`config.mk`:
```
export PLATFORM = sky130hd
export DESIGN_NAME = ab_stim_gen_flat
export DESIGN_NICKNAME = d
export VERILOG_FILES = /design/src/rtl/ab_stim_gen_pkg.sv /design/src/rtl/ab_stim_gen_if.sv /design/src/rtl/ab_stim_gen_delay_line.sv /design/src/rtl/ab_stim_gen.sv /design/src/flat_wrapper.sv
export SDC_FILE = /design/constraint.sdc
export NUM_CORES = 1
export LEC_CHECK = 0
export ABC_AREA = 1
export ABC_CLOCK_PERIOD_IN_PS = 2000
export CAP_MARGIN = 15
export CORE_MARGIN = 3
export CORE_UTILIZATION = 56
export CTS_BUF_LIST = sky130_fd_sc_hd__clkbuf_4 sky130_fd_sc_hd__clkbuf_8 sky130_fd_sc_hd__clkbuf_16
export CTS_CLUSTER_DIAMETER = 40
export DETAILED_ROUTE_END_ITERATION = 7
export GPL_ROUTABILITY_DRIVEN = 1
export PLACE_DENSITY = 0.77
export SYNTH_ARGS = -nofsm -noshare
export SYNTH_HDL_FRONTEND = slang
export SYNTH_SLANG_ARGS = --single-unit
```
`constraint.sdc`:
```
create_clock -name clk -period 2 [get_ports clk]
set_clock_uncertainty 0.15 [all_clocks]
set_input_delay 0.4 -clock clk [delete_from_list [all_inputs] [get_ports clk]]
set_output_delay 0.4 -clock clk [all_outputs]
set_load 0.005 [all_outputs]
```
`src/rtl/ab_stim_gen_pkg.sv`:
```
// Shared types and constants for the A/B stimulus/response engine.
package ab_stim_pkg;

    // Controller states; encoding is fixed so the state can be probed on-board.
    typedef enum logic [1:0] {
        ST_IDLE  = 2'd0,
        ST_RUN   = 2'd1,
        ST_DRAIN = 2'd2,
        ST_DONE  = 2'd3
    } state_e;

    // Bit positions inside a pattern word {A, B, Y_expected}.
    localparam int PAT_A = 2;
    localparam int PAT_B = 1;
    localparam int PAT_Y = 0;

endpackage

```
`src/rtl/ab_stim_gen_if.sv`:
```
// Bus between the stimulus engine and whoever loads patterns and reads results.
interface ab_stim_gen_if #(
    parameter int DEPTH = 8,
    parameter int CNT_W = 4
);
    localparam int AW = $clog2(DEPTH);

    logic             start;
    logic             pat_we;
    logic [AW-1:0]    pat_addr;
    logic [2:0]       pat_wdata;
    logic             y_in;
    logic             a_out;
    logic             b_out;
    logic             busy;
    logic             done;
    logic             pass;
    logic [CNT_W-1:0] err_cnt;
    logic [AW-1:0]    first_err_idx;

    // Controller/test side: loads patterns, starts runs, feeds back Y.
    modport master (
        output start, pat_we, pat_addr, pat_wdata, y_in,
        input  a_out, b_out, busy, done, pass, err_cnt, first_err_idx
    );

    // Engine side.
    modport slave (
        input  start, pat_we, pat_addr, pat_wdata, y_in,
        output a_out, b_out, busy, done, pass, err_cnt, first_err_idx
    );
endinterface

```
`src/rtl/ab_stim_gen_delay_line.sv`:
```
// LAT-stage shift register carrying {valid, expected} from stimulus to compare.
module ab_delay_line #(
    parameter int LAT = 1
) (
    input  logic clk,
    input  logic rst_n,
    input  logic in_valid,
    input  logic in_exp,
    output logic out_valid,
    output logic out_exp
);
    logic [LAT-1:0] valid_q;
    logic [LAT-1:0] exp_q;

    // Shift one stage per clock; stage 0 takes the vector just presented.
    always_ff @(posedge clk or negedge rst_n) begin
        if (!rst_n) begin
            valid_q <= '0;
            exp_q   <= '0;
        end else begin
            valid_q[0] <= in_valid;
            exp_q[0]   <= in_exp;
            for (int i = 1; i < LAT; i++) begin
                valid_q[i] <= valid_q[i-1];
                exp_q[i]   <= exp_q[i-1];
            end
        end
    end

    assign out_valid = valid_q[LAT-1];
    assign out_exp   = exp_q[LAT-1];
endmodule

```
`src/rtl/ab_stim_gen.sv`:
```
// Stimulus/response engine: plays A/B vectors from a pattern table into an FSM
// under test and compares its Y output LAT cycles later.
module ab_stim_gen #(
    parameter int DEPTH = 8,
    parameter int LAT   = 1,
    parameter int CNT_W = 4
) (
    input  logic         clk,
    input  logic         reset,
    ab_stim_gen_if.slave bus
);
    import ab_stim_pkg::*;

    localparam int            AW       = $clog2(DEPTH);
    localparam int            IW       = AW + 1;
    localparam logic [IW-1:0] LAST_IDX = IW'(DEPTH - 1);
    localparam logic [IW-1:0] END_IDX  = IW'(DEPTH);

    state_e           state_q, state_d;
    logic [IW-1:0]    idx_q, idx_d;      // next vector to present
    logic [IW-1:0]    cmp_q, cmp_d;      // index of the vector being compared
    logic             a_q, a_d, b_q, b_d;
    logic [CNT_W-1:0] err_q, err_d;
    logic [AW-1:0]    first_q, first_d;
    logic             pass_q, pass_d;
    logic [2:0]       table_q [DEPTH];

    logic       accept;
    logic       push_valid, push_exp;
    logic       dl_valid, dl_exp;
    logic       last_cmp;
    logic [2:0] cur_word;

    assign accept = (state_q == ST_IDLE) || (state_q == ST_DONE);

    // Pattern table: writable only while no run is in progress.
    // NOTE: the table is tiny and must read as zero after any reset, so it is
    // built from resettable flops rather than an inferred RAM.
    always_ff @(posedge clk or negedge reset) begin
        if (!reset) begin
            for (int i = 0; i < DEPTH; i++) table_q[i] <= '0;
        end else if (accept && bus.pat_we && ({1'b0, bus.pat_addr} < END_IDX)) begin
            table_q[bus.pat_addr] <= bus.pat_wdata;
        end
    end

    ab_delay_line #(.LAT(LAT)) u_delay (
        .clk       (clk),
        .rst_n     (reset),
        .in_valid  (push_valid),
        .in_exp    (push_exp),
        .out_valid (dl_valid),
        .out_exp   (dl_exp)
    );

    // Next-state logic: compare stage first, then sequencing per state.
    // NOTE: every signal gets a default at the top so no path leaves one
    // unassigned, which would otherwise infer a latch.
    always_comb begin
        state_d    = state_q;
        idx_d      = idx_q;
        cmp_d      = cmp_q;
        a_d        = a_q;
        b_d        = b_q;
        err_d      = err_q;
        first_d    = first_q;
        pass_d     = pass_q;
        push_valid = 1'b0;
        push_exp   = 1'b0;
        cur_word   = table_q[idx_q[AW-1:0]];
        last_cmp   = dl_valid && (cmp_q == LAST_IDX);

        if (dl_valid) begin
            cmp_d = cmp_q + 1'b1;
            if (bus.y_in != dl_exp) begin
                if (err_q == '0) first_d = cmp_q[AW-1:0];
                if (err_q != '1) err_d = err_q + 1'b1;
            end
        end

        unique case (state_q)
            ST_IDLE, ST_DONE: begin
                if (bus.start) begin
                    state_d    = ST_RUN;
                    idx_d      = IW'(1);
                    cmp_d      = '0;
                    err_d      = '0;
                    first_d    = '0;
                    pass_d     = 1'b0;
                    a_d        = table_q[0][PAT_A];
                    b_d        = table_q[0][PAT_B];
                    push_valid = 1'b1;
                    push_exp   = table_q[0][PAT_Y];
                end
            end
            ST_RUN: begin
                if (idx_q == END_IDX) begin
                    a_d     = 1'b0;
                    b_d     = 1'b0;
                    state_d = last_cmp ? ST_DONE : ST_DRAIN;
                end else begin
                    a_d        = cur_word[PAT_A];
                    b_d        = cur_word[PAT_B];
                    push_valid = 1'b1;
                    push_exp   = cur_word[PAT_Y];
                    idx_d      = idx_q + 1'b1;
                end
            end
            ST_DRAIN: begin
                if (last_cmp) state_d = ST_DONE;
            end
        endcase

        // The verdict includes a mismatch found on the very last compare.
        if ((state_d == ST_DONE) && (state_q != ST_DONE)) pass_d = (err_d == '0);
    end

    // State and result registers.
    // NOTE: sequential state uses non-blocking assignments so every register
    // samples pre-edge values regardless of statement order.
    always_ff @(posedge clk or negedge reset) begin
        if (!reset) begin
            state_q <= ST_IDLE;
            idx_q   <= '0;
            cmp_q   <= '0;
            a_q     <= 1'b0;
            b_q     <= 1'b0;
            err_q   <= '0;
            first_q <= '0;
            pass_q  <= 1'b0;
        end else begin
            state_q <= state_d;
            idx_q   <= idx_d;
            cmp_q   <= cmp_d;
            a_q     <= a_d;
            b_q     <= b_d;
            err_q   <= err_d;
            first_q <= first_d;
            pass_q  <= pass_d;
        end
    end

    assign bus.a_out         = a_q;
    assign bus.b_out         = b_q;
    assign bus.busy          = (state_q == ST_RUN) || (state_q == ST_DRAIN);
    assign bus.done          = (state_q == ST_DONE);
    assign bus.pass          = pass_q;
    assign bus.err_cnt       = err_q;
    assign bus.first_err_idx = first_q;
endmodule

```
`src/flat_wrapper.sv`:
```
// flat-port wrapper written by rule: the top's interface ports become plain ports
module ab_stim_gen_flat import ab_stim_pkg::*;
#(
    parameter int DEPTH = 8,
    parameter int LAT   = 1,
    parameter int CNT_W = 4
)
  (clk, reset, bus_start, bus_pat_we, bus_pat_addr, bus_pat_wdata, bus_y_in, bus_a_out, bus_b_out, bus_busy, bus_done, bus_pass, bus_err_cnt, bus_first_err_idx);
  ab_stim_gen_if #(.DEPTH(DEPTH), .CNT_W(CNT_W)) bus_i ();
  input  logic clk;
  input  logic reset;
  input wire logic [$bits(bus_i.start)-1:0] bus_start;
  input wire logic [$bits(bus_i.pat_we)-1:0] bus_pat_we;
  input wire logic [$bits(bus_i.pat_addr)-1:0] bus_pat_addr;
  input wire logic [$bits(bus_i.pat_wdata)-1:0] bus_pat_wdata;
  input wire logic [$bits(bus_i.y_in)-1:0] bus_y_in;
  output wire logic [$bits(bus_i.a_out)-1:0] bus_a_out;
  output wire logic [$bits(bus_i.b_out)-1:0] bus_b_out;
  output wire logic [$bits(bus_i.busy)-1:0] bus_busy;
  output wire logic [$bits(bus_i.done)-1:0] bus_done;
  output wire logic [$bits(bus_i.pass)-1:0] bus_pass;
  output wire logic [$bits(bus_i.err_cnt)-1:0] bus_err_cnt;
  output wire logic [$bits(bus_i.first_err_idx)-1:0] bus_first_err_idx;
  assign bus_i.start = bus_start;
  assign bus_i.pat_we = bus_pat_we;
  assign bus_i.pat_addr = bus_pat_addr;
  assign bus_i.pat_wdata = bus_pat_wdata;
  assign bus_i.y_in = bus_y_in;
  assign bus_a_out = bus_i.a_out;
  assign bus_b_out = bus_i.b_out;
  assign bus_busy = bus_i.busy;
  assign bus_done = bus_i.done;
  assign bus_pass = bus_i.pass;
  assign bus_err_cnt = bus_i.err_cnt;
  assign bus_first_err_idx = bus_i.first_err_idx;
  ab_stim_gen #(.DEPTH(DEPTH), .LAT(LAT), .CNT_W(CNT_W)) u_core (.clk(clk), .reset(reset), .bus(bus_i));
endmodule
```
# ---- Word-level counts from Yosys, hierarchy flattened
# Cells that the tools add are included.
dict set report totals {
  reg_bits 46
  elab_cells 95
  latchBits 0
  mem_bits_rw 0
  memories 0
  mem_bits_ro 0
  inputBits 11
}
dict set report classes {
  bitwise_logic 2
  magnitude_cmp 3
  muxes 42
  n_shift 0
  multipliers 0
  add_sub_neg 3
  eq_ne 11
  reduce_logical 16
  n_div 0
}
# operator n
set ops {}
lappend ops {{4-bit 2-to-1 mux} 10}
lappend ops {{24-bit bitwise mux} 1}
lappend ops {{3-bit 2-to-1 mux} 8}
lappend ops {{4-bit by 1-bit adder with 4-bit output, second input constant} 3}
lappend ops {{1-bit 2-to-1 mux} 12}
lappend ops {{3-bit binary-select mux with 3-bit select} 1}
lappend ops {{3-bit demux with 3-bit select} 1}
lappend ops {{4-bit >= comparator, second input constant} 2}
lappend ops {{4-bit zero test} 2}
lappend ops {{3-bit inverter with 4-bit output} 2}
lappend ops {{1-bit case mux with 2 select lines} 4}
lappend ops {{4-bit case mux with 2 select lines} 1}
lappend ops {{2-bit == test, second input constant} 3}
lappend ops {{2-bit 2-to-1 mux} 3}
lappend ops {{2-bit inequality test, second input constant} 3}
lappend ops {{2-bit case mux with 3 select lines} 1}
lappend ops {{2-bit nonzero test} 3}
lappend ops {{4-bit by 3-bit == test with 1-bit output, second input constant} 1}
lappend ops {{4-bit == test, second input constant} 1}
lappend ops {{1-bit logical AND} 4}
lappend ops {{4-bit by 1-bit < comparator with 1-bit output, second input constant} 1}
lappend ops {{4-bit inequality test, second input constant} 1}
lappend ops {{2-bit AND reduction} 2}
lappend ops {{3-bit AND reduction} 1}
lappend ops {{other kinds (5)} 6}

# ---- Depth between registers and ports, before layout
# Gate-level depths: netlist (run 1).
dict set report logic_depth {
  depth_word 9
  ltp_mapped 12
  mapped_depth_nobuf 11
}

# ---- By module
# From an unflattened synthesis (run 1), not the netlist that was laid out.
dict set report unflattened {
  hier_cells 302
  area_unflattened_um2 2421.1
}
# mod cells_each area_each_um2 seq_area_each_um2 instances
set by_module_without_submodules {}
lappend by_module_without_submodules {ab_stim_gen 300 2371.0 1101.1 1}
lappend by_module_without_submodules {ab_delay_line 2 50.0 50.0 1}

# ---- Worst setup path after synthesis (run 1)
# OpenSTA, ideal clock, no wires.
dict set report synth_path {
  path_type {flip-flop to flip-flop}
  start {register u_core.idx_q[0]}
  end {register u_core.pass_q (netlist: u_core.bus.pass)}
  setup_time_ns 0.117
  path_stages_with_launch 13
  path_slack_ns 0.290
  t_arrival_ns 1.443
  path_cell_list {dfrtp_1 > inv_1 > buf_2 > ha_1 > nand4_1 > nand2_1 > nand2_1 > nand2_1 > nand2_1 > inv_1 > nand3_1 > nor2_1 > nor2_1}
}
dict set report synth_via {
  elab_chain_cells 7
  elab_cells_between_ends 9
  cone_classes {eq/ne: 2; mux: 3; reduce/logical: 4}
}
# element line_no
set synth_rtl {}
lappend synth_rtl {{start, declared} ab_stim_gen.sv:20} ;# logic [IW-1:0] idx_q, idx_d;
lappend synth_rtl {{start signal, assigned} ab_stim_gen.sv:133} ;# idx_q <= idx_d;
lappend synth_rtl {{4-bit == test *} ab_stim_gen.sv:97} ;# if (idx_q == END_IDX) begin
lappend synth_rtl {{2-bit 2-to-1 mux *} ab_stim_gen.sv:97}
lappend synth_rtl {{2-bit case mux with 3 select lines *} ab_stim_gen.sv:81} ;# unique case (state_q)
lappend synth_rtl {{via u_core.state_d[1]} ab_stim_gen.sv:19} ;# state_e state_q, state_d;
lappend synth_rtl {{2-bit == test *} ab_stim_gen.sv:115} ;# if ((state_d == ST_DONE) && (state_q != ST_DONE)) pass_d = (err_d == '0);
lappend synth_rtl {{1-bit logical AND *} ab_stim_gen.sv:115}
lappend synth_rtl {{2-bit nonzero test (no line)} n/a}
lappend synth_rtl {{2-bit AND reduction (no line)} n/a}
lappend synth_rtl {{end signal, assigned} ab_stim_gen.sv:139} ;# pass_q <= pass_d;
lappend synth_rtl {{end, declared} ab_stim_gen.sv:25} ;# logic pass_q, pass_d;
# The timed path passes the listed nets; every way through them passes the cells marked *.
# A chain may end at the register's enable or synchronous reset.

# ---- Final worst setup path (run 1)
dict set report layout_path {
  start {register u_core.state_q[1]}
  end {output port bus_busy}
}
dict set report layout_via {
  elab_chain_cells 2
  elab_cells_between_ends 3
  cone_classes {eq/ne: 2; reduce/logical: 1}
}
# element line_no
set layout_rtl {}
lappend layout_rtl {{start, declared} ab_stim_gen.sv:19}
lappend layout_rtl {{start signal, assigned} ab_stim_gen.sv:132} ;# state_q <= state_d;
lappend layout_rtl {{2-bit by 1-bit == test with 1-bit output / 2-bit == test (equally long branches)} ab_stim_gen.sv:145} ;# assign bus.busy = (state_q == ST_RUN) || (state_q == ST_DRAIN);
lappend layout_rtl {{1-bit logical OR *} ab_stim_gen.sv:145}
lappend layout_rtl {{end, declared} flat_wrapper.sv:19} ;# output wire logic [$bits(bus_i.busy)-1:0] bus_busy;
# Every way passes the cells marked *; elsewhere a longest branch is shown, timed or not.

==> summary.md, run 1 <==
| Metric | Value |
|---|---|
| Initial antenna violation count | `0` |
| Clock power frac | `0.342` |
| Psw | `0.352 mW` |
| YS warnings | `0` |
| Dpl hpwl | `3.93 mm` |
| Die height | `70.7 um` |
| CP max FO | `5` |
| Area after DPL | `2660 um^2` |
| Reg clk slew, reported paths | `0.08 ns` |
| Die span in x | `70.7 um` |
| IO buf count | `22` |
| Peak VDD IR | `0.379 mV` |
| Combinational share of power | `0.056` |
| Crit-path max cell delay | `0.38 ns` |
| M1 WL | `2.49 mm` |
| Core Region | `3850 um^2` |
| Final Hold Vio Count | `0` |
| CTS tree | `yes` |
| Final-report setup violation count | `0` |
| Largest family of logic cells by synthesized area | `simple AND/OR/NAND/NOR gates` |
| Multiplexer share of the synthesized area | `0` |
| Largest net degree at the start of global routing | `27` |
| TritonCTS Sinks | `46` |
| Synthesis-to-finish area growth | `18.4%` |
| Syn Nets | `320` |
| Final ANT Viol Nets | `0` |
| CP Class | `flop to primary output` |
| XOR/XNOR Fraction of Synth Area | `0.00373` |
| Post-synthesis adder-cell area fraction | `0.0480` |
| RSZ-0062 raised after global routing | `false` |
| Worst slew pin tran | `0.563 ns` |
| Vias | `2085` |
| Maxcap violations | `0` |
| Cell variety after synth | `21` |
| Share of post-route cells with drive strength above 1 | `0.0716` |
| # rows | `22` |
| Post-synthesis sequential area ratio | `0.490` |
| Worst-path cell chain | `buf_4 -> ha_4 -> inv_2 -> clkdlybuf4s15_1` |
| I/O pins | `23` |
| Part of the power in registers | `0.603` |
| Final net count | `355` |
| Static leakage | `1.36 nW` |
| Synth Area in Simple Gates | `0.224` |
| Max transition margin | `0.625` |
| Share of the synthesized area in the top cell type | `0.490` |
| Switching share of power | `0.226` |
| Initial core utilization | `0.609` |
| Die area | `5000 um^2` |
| Gr ovfl total | `0` |
| H-tree levels | `2` |
| Total CTS buffers | `5` |
| CP endpoint kind | `primary output` |
| Syn Inst Count | `300` |
| Min Tclk post-route | `1.90 ns` |
| CP max stage cell | `dfrtp_1` |
| DRC | `0` |
| Synth Area per Inst | `7.82 um^2` |
| Worst-Skew Late Latency | `0.29 ns` |
| Initial drt markers | `235` |
| WL met3 | `316 um` |
| Placer Congestion | `0.893` |
| N_diodes | `0` |
| Internal power | `1.20 mW` |
| Setup TNS | `0 ns` |
| Top Metal Used | `met4` |
| Final Cycle Share | `0.952` |
| PwrDens | `560 nW/um^2` |
| Synth Register Bits | `46` |
| Global-route wire length before repair | `9.01 mm` |
| Startpoint class of the critical path | `flop` |
| Status | `complete, no violations` |
| Worst hold path class | `flop to flop` |
| Synth Area in Compound Gates | `0.158` |
| Total track usage | `0.224` |
| CP required | `1.45 ns` |
| Fmax achieved | `525 MHz` |
| Clk root buf | `clkbuf_8` |
| Synth area leader | `dfrtp_1` |
| Number of global-route vias before repair | `1906` |
| R2r setup slk | `0.16 ns` |
| CP arrival | `1.35 ns` |
| Finished Cell Area | `2780 um^2` |
| Largest cells by area after synthesis | `dfrtp_1 (49%), nand2_1 (11%), o21ai_0 (10%)` |
| WL final | `5.23 mm` |
| Vias per cell | `5.44` |
| DRT Pass-1 Iters | `6` |
| Max-slew violations | `0` |
| Post-DR wirelength/cell | `13.7 um` |
| Longest Clk Path Bufs | `2` |
| Post-Syn Area | `2350 um^2` |
| Routed wl met2 | `2.33 mm` |
[layer usage]
layer  GRT usage  vias up
li1            -     1043
met1       0.333      968
met2       0.331       66
met3      0.0511        8
met4      0.0605        0
met5           0        -
[layout by cell type (no fill, tap or decap), types with 2 or more instances in the layout]
cell type | Yosys | final
nand2_1 | 70 | 70
o21ai_0 | 47 | 47
clkinv_2 | 0 | 2
o211ai_1 | 3 | 3
nor2_1 | 37 | 37
o221ai_1 | 3 | 3
nand3_1 | 14 | 14
buf_4 | 1 | 10
nand4_1 | 7 | 7
ha_1 | 9 | 8
inv_2 | 2 | 4
dfrtp_1 | 46 | 46
clkdlybuf4s50_1 | 0 | 19
a21oi_1 | 13 | 13
clkbuf_8 | 0 | 5
inv_1 | 38 | 36
[synthesized netlist by cell type]
| cell type | n |
|---|---|
| inv_1 | 38 |
| nor3_1 | 1 |
| nand3_1 | 14 |
| dfrtp_1 | 46 |
| xor2_1 | 1 |
| nor2_1 | 37 |
| o22ai_1 | 1 |
| clkbuf_1 | 1 |
| nand4_1 | 7 |
| o31ai_1 | 1 |
| nand2_1 | 70 |
| a21oi_1 | 13 |
| o21ai_0 | 47 |
| inv_2 | 2 |
| o211ai_1 | 3 |
| ha_1 | 9 |
| buf_2 | 3 |
| o21ai_2 | 1 |
| nor4_1 | 1 |
| buf_4 | 1 |
| o221ai_1 | 3 |
[worst max-delay path, delay by kind of cell (launching register included)]
family | cells | cell delay [ns]
buffers and inverters | 3 | 0.39
flip-flops | 1 | 0.38
adder cells (fa/ha/maj) | 1 | 0.29
[area by class of cell]
cell class / count / area [um^2]
Tap cell: 48 / 60.1
Multi-Input combinational cell: 209 / 1040
Sequential cell: 46 / 1150
Clock inverter: 2 / 10.0
Timing Repair Buffer: 33 / 299
Inverter: 40 / 150
Clock buffer: 5 / 68.8
Fill cell: 339 / 1070
[sequential cells by signal, indices dropped and copies added, names as in the netlist]
| signal | flops |
|---|---|
| u_core.bus.a_out | 1 |
| u_core.bus.b_out | 1 |
| u_core.bus.err_cnt | 4 |
| u_core.bus.first_err_idx | 3 |
| u_core.bus.pass | 1 |
| u_core.cmp_q | 4 |
| u_core.idx_q | 4 |
| u_core.state_q | 2 |
| u_core.table_q | 24 |
| u_core.u_delay.out_exp | 1 |
| u_core.u_delay.out_valid | 1 |
[worst paths after layout]
kind / cells after the start / startpoint / end
setup / recovery: 4 / u_core.state_q[1] / bus_busy
max in group asynchronous: 3 / reset / u_core.state_q[0]
hold reg to reg: 2 / u_core.table_q[20] / u_core.table_q[20]
hold / removal: 2 / u_core.table_q[20] / u_core.table_q[20]
min in group asynchronous: 2 / reset / u_core.table_q[11]
setup reg to reg: 7 / u_core.state_q[1] / u_core.table_q[21]
[stage by stage]
step                      setup slack [ns]  hold WS [ns]  total power, mW   util  std cells
after global routing               0.00658         0.374             1.62  0.721        383
after CTS                           0.0387         0.339             1.57  0.719        383
after floorplan                      0.290       -0.0456            0.983      -        300
after detailed placement            0.0196         0.274             1.04  0.691        374
after global placement               0.107         0.272             1.04  0.691        374
final                               0.0969         0.342             1.56  0.721        383
[power groups by stage]
| stage | clock (mW) | sequential [mW] | combinational (mW) |
|---|---|---|---|
| final | 0.532 | 0.938 | 0.0867 |
| after global routing | 0.580 | 0.939 | 0.0996 |
| after CTS | 0.540 | 0.938 | 0.0879 |
| after detailed placement | 0 | 0.957 | 0.0862 |
| after global placement | 0 | 0.956 | 0.0844 |
| after floorplan | 0 | 0.957 | 0.0265 |
[cell families after synthesis]
group | after synthesis
buffers and inverters | 45
adder cells (fa/ha/maj) | 9
AO/OA/AOI/OAI | 69
flip-flops | 46
XOR/XNOR | 1
AND/OR/NAND/NOR | 130
[what timing repair did]
| item | 4_1_cts | 5_1_grt |
|---|---|---|
| setup endpoints to repair | 2 | 3 |
| pin swaps | 0 | 1 |
| endpoints found under the hold margin | 24 | 0 |
| hold buffers | 1 | 0 |
| setup buffers | 1 | 0 |
| gates resized for setup | 4 | 3 |
(Power assumes the default switching activity.)
==> run 2, diff against run 1 <==
- GPL_TIMING_DRIVEN: default -> 0
- PLACE_DENSITY: 0.77 -> 0.79
==> run 2 against run 1 <==
Against the previous run:
- global-route usage down 1.1 points
- combinational power increased by 2%
- utilization increased by 3.2 points
- worst hold slack gained 0.0019 ns
- critical path type unchanged
- largest power group unchanged
==> summary.md, run 2 (synthesis results as in run 1) <==
| Metric | Value |
|---|---|
| Global-route wire length before repair | `8.60 mm (-4.6%)` |
| CP required | `1.45 ns (about the same)` |
| Final net count | `360 (+1.4%)` |
| CTS tree | `yes` |
| Vias per cell | `5.52 (+1.4%)` |
| Worst min-delay path endpoint | `u_core.table_q[6]` |
| Reg2reg start | `u_core.state_q[1]` |
| Worst hold path class | `flop to flop` |
| Largest net degree at the start of global routing | `27 (unchanged)` |
| Status | `complete, no violations` |
| Initial core utilization | `0.609 (unchanged)` |
| Placer Congestion | `0.872 (-2.4%)` |
| R2r setup slk | `0.19 ns (+0.03 ns)` |
| # rows | `22 (unchanged)` |
| Hold Startpoint | `u_core.table_q[6]` |
| Maxcap violations | `0 (unchanged)` |
| Share of post-route cells with drive strength above 1 | `0.0968 (+0.0251)` |
| Static leakage | `1.41 nW (+3.5%)` |
| Multi-input logic area | `1050 um^2 (+1.4%)` |
| N_diodes | `0 (unchanged)` |
| Worst hold margin | `0.344 ns (+0.00186 ns)` |
| Final-report setup violation count | `0 (unchanged)` |
| Final ANT Viol Nets | `0 (unchanged)` |
| WL final | `5.30 mm (+1.3%)` |
| Synthesis-to-finish area growth | `23.7%` |
| Worst Reg2Reg Path Length in Cells | `6 (-1)` |
| Worst Hold Depth | `2 (unchanged)` |
| Commonest cells after routing, fill and taps aside | `nand2_1 (70), o21ai_0 (47), dfrtp_1 (45)` |
| Worst slew pin tran | `0.484 ns (-0.0789 ns)` |
| CP max FO | `5 (unchanged)` |
| Fill cells | `299 (-12%)` |
| Clk root buf | `clkbuf_8` |
| Dpl hpwl | `3.83 mm (-2.6%)` |
| Biggest register | `u_core.table_q` |
| Post-DR wirelength/cell | `13.6 um (-0.28%)` |
| Total track usage | `0.214 (-0.0106)` |
| I/O pins | `23 (unchanged)` |
| Final Cycle Share | `0.961 (+0.00978)` |
| CP Class | `flop to primary output` |
| Max-slew violations | `0 (unchanged)` |
| Commonest non-fill, non-tap cell in the layout | `nand2_1` |
| Die area | `5000 um^2 (unchanged)` |
| Final Core Density | `0.753 (+0.0321)` |
| Initial antenna violation count | `0 (unchanged)` |
| Fmax achieved | `520 MHz (-1.0%)` |
| Vias | `2147 (+3.0%)` |
| Longest Clk Path Bufs | `2 (unchanged)` |
| Dpl cells | `371 (-0.80%)` |
| Peak VDD IR | `0.545 mV (+44%)` |
| DRC | `0 (unchanged)` |
| Sequential cell area | `1150 um^2 (+0.11%)` |
| CP endpoint kind | `primary output` |
| Max reg flops | `24 (unchanged)` |
| PwrDens | `644 nW/um^2 (+15%)` |
| Die span in x | `70.7 um (unchanged)` |
| Setup TNS | `0 ns (unchanged)` |
| H-tree levels | `2 (unchanged)` |
| Reg clk slew, reported paths | `0.09 ns (about the same)` |
| Core Region | `3850 um^2 (unchanged)` |
| Final Hold Vio Count | `0 (unchanged)` |
| Gr ovfl total | `0 (unchanged)` |
| Max transition margin | `0.677 (+0.0526)` |
| Die height | `70.7 um (unchanged)` |
| Initial drt markers | `215 (-8.5%)` |
| IO buf count | `22 (unchanged)` |
| Startpoint class of the critical path | `flop` |
| TritonCTS Sinks | `46 (unchanged)` |
| Total CTS buffers | `5 (unchanged)` |
| DRT Pass-1 Iters | `5 (-1)` |
| Layout Cells excl Fill | `389 (+1.6%)` |
| Worst-Skew Late Latency | `0.30 ns (about the same)` |
| CP arrival | `1.37 ns (+0.02 ns)` |
| RSZ-0062 raised after global routing | `false` |
| Worst R2R End | `u_core.table_q[17]` |
| Number of global-route vias before repair | `1876 (-1.6%)` |
| Min Tclk post-route | `1.92 ns (+0.0196 ns)` |
-- run 2: cell types whose count changed in the layout (fill, tap and decap cells not counted), moves of 2 or more --
cell,change
clkinv_2,-2
bufinv_16,+2
ha_1,-2
buf_2,+2
-- run 2: how the worst max path moves through the flow --
stage                      start                 to  slack (ns)  cells past startpoint
2_1_floorplan    u_core.idx_q[0]    u_core.bus.pass        0.29                     12
3_3_place_gp               reset  u_core.state_q[0]       -0.84                      1
3_5_place_dp   u_core.state_q[0]           bus_busy       -0.02                      4
4_1_cts          u_core.idx_q[0]    u_core.bus.pass       0.009                     12
5_1_grt        u_core.state_q[1]    u_core.bus.pass       0.002                     12
6_report       u_core.state_q[1]           bus_busy        0.08                      3
-- run 2: per-stage QoR --
stage	instance area, um^2	total power, mW	worst slack, ns
after global routing	2900	1.92	0.00155
after CTS	2830	1.88	0.00923
after floorplan	2350	0.983	0.290
final	2900	1.87	0.0773
after detailed placement	2640	1.04	-0.0164
after global placement	2630	1.04	-0.836
-- run 2: power breakdown --
| group | switching (mW) | internal (mW) | leakage [nW] |
|---|---|---|---|
| combinational | 0.0506 | 0.0376 | 0.750 |
| sequential | 0.00469 | 0.933 | 0.590 |
| clock | 0.311 | 0.533 | 0.0714 |
-- run 2: critical path: stages (launching register included) --
cell,delay (ns)
dfrtp_1,0.43
ha_4,0.33
inv_2,0.06
dlygate4sd2_1,0.26
-- run 2: routing by layer --
metal	global-route usage	vias to the layer above	part of all wire
li1	-	1060	-
met1	0.324	1005	0.47
met2	0.306	77	0.45
met3	0.0327	5	0.065
met4	0.0835	0	0.011
met5	0	-	0
-- run 2: layout make-up --
type                    count  share of cell area
inverters                  40              0.0517
multi-input cells         209               0.363
flip-flops and latches     46               0.397
well taps                  48              0.0207
clock inverters             2              0.0207
clock buffers               6              0.0284
plain buffers               5              0.0112
repair buffers             33               0.107
-- run 2: timing repair --
action                                  in CTS  in global routing
pin swaps                                    0                  2
endpoints found under the hold margin       20                  0
gates resized for setup                      4                 10
hold buffers                                 1                  0
buffers inserted                             3                  6
endpoints found under the setup margin       1                  7
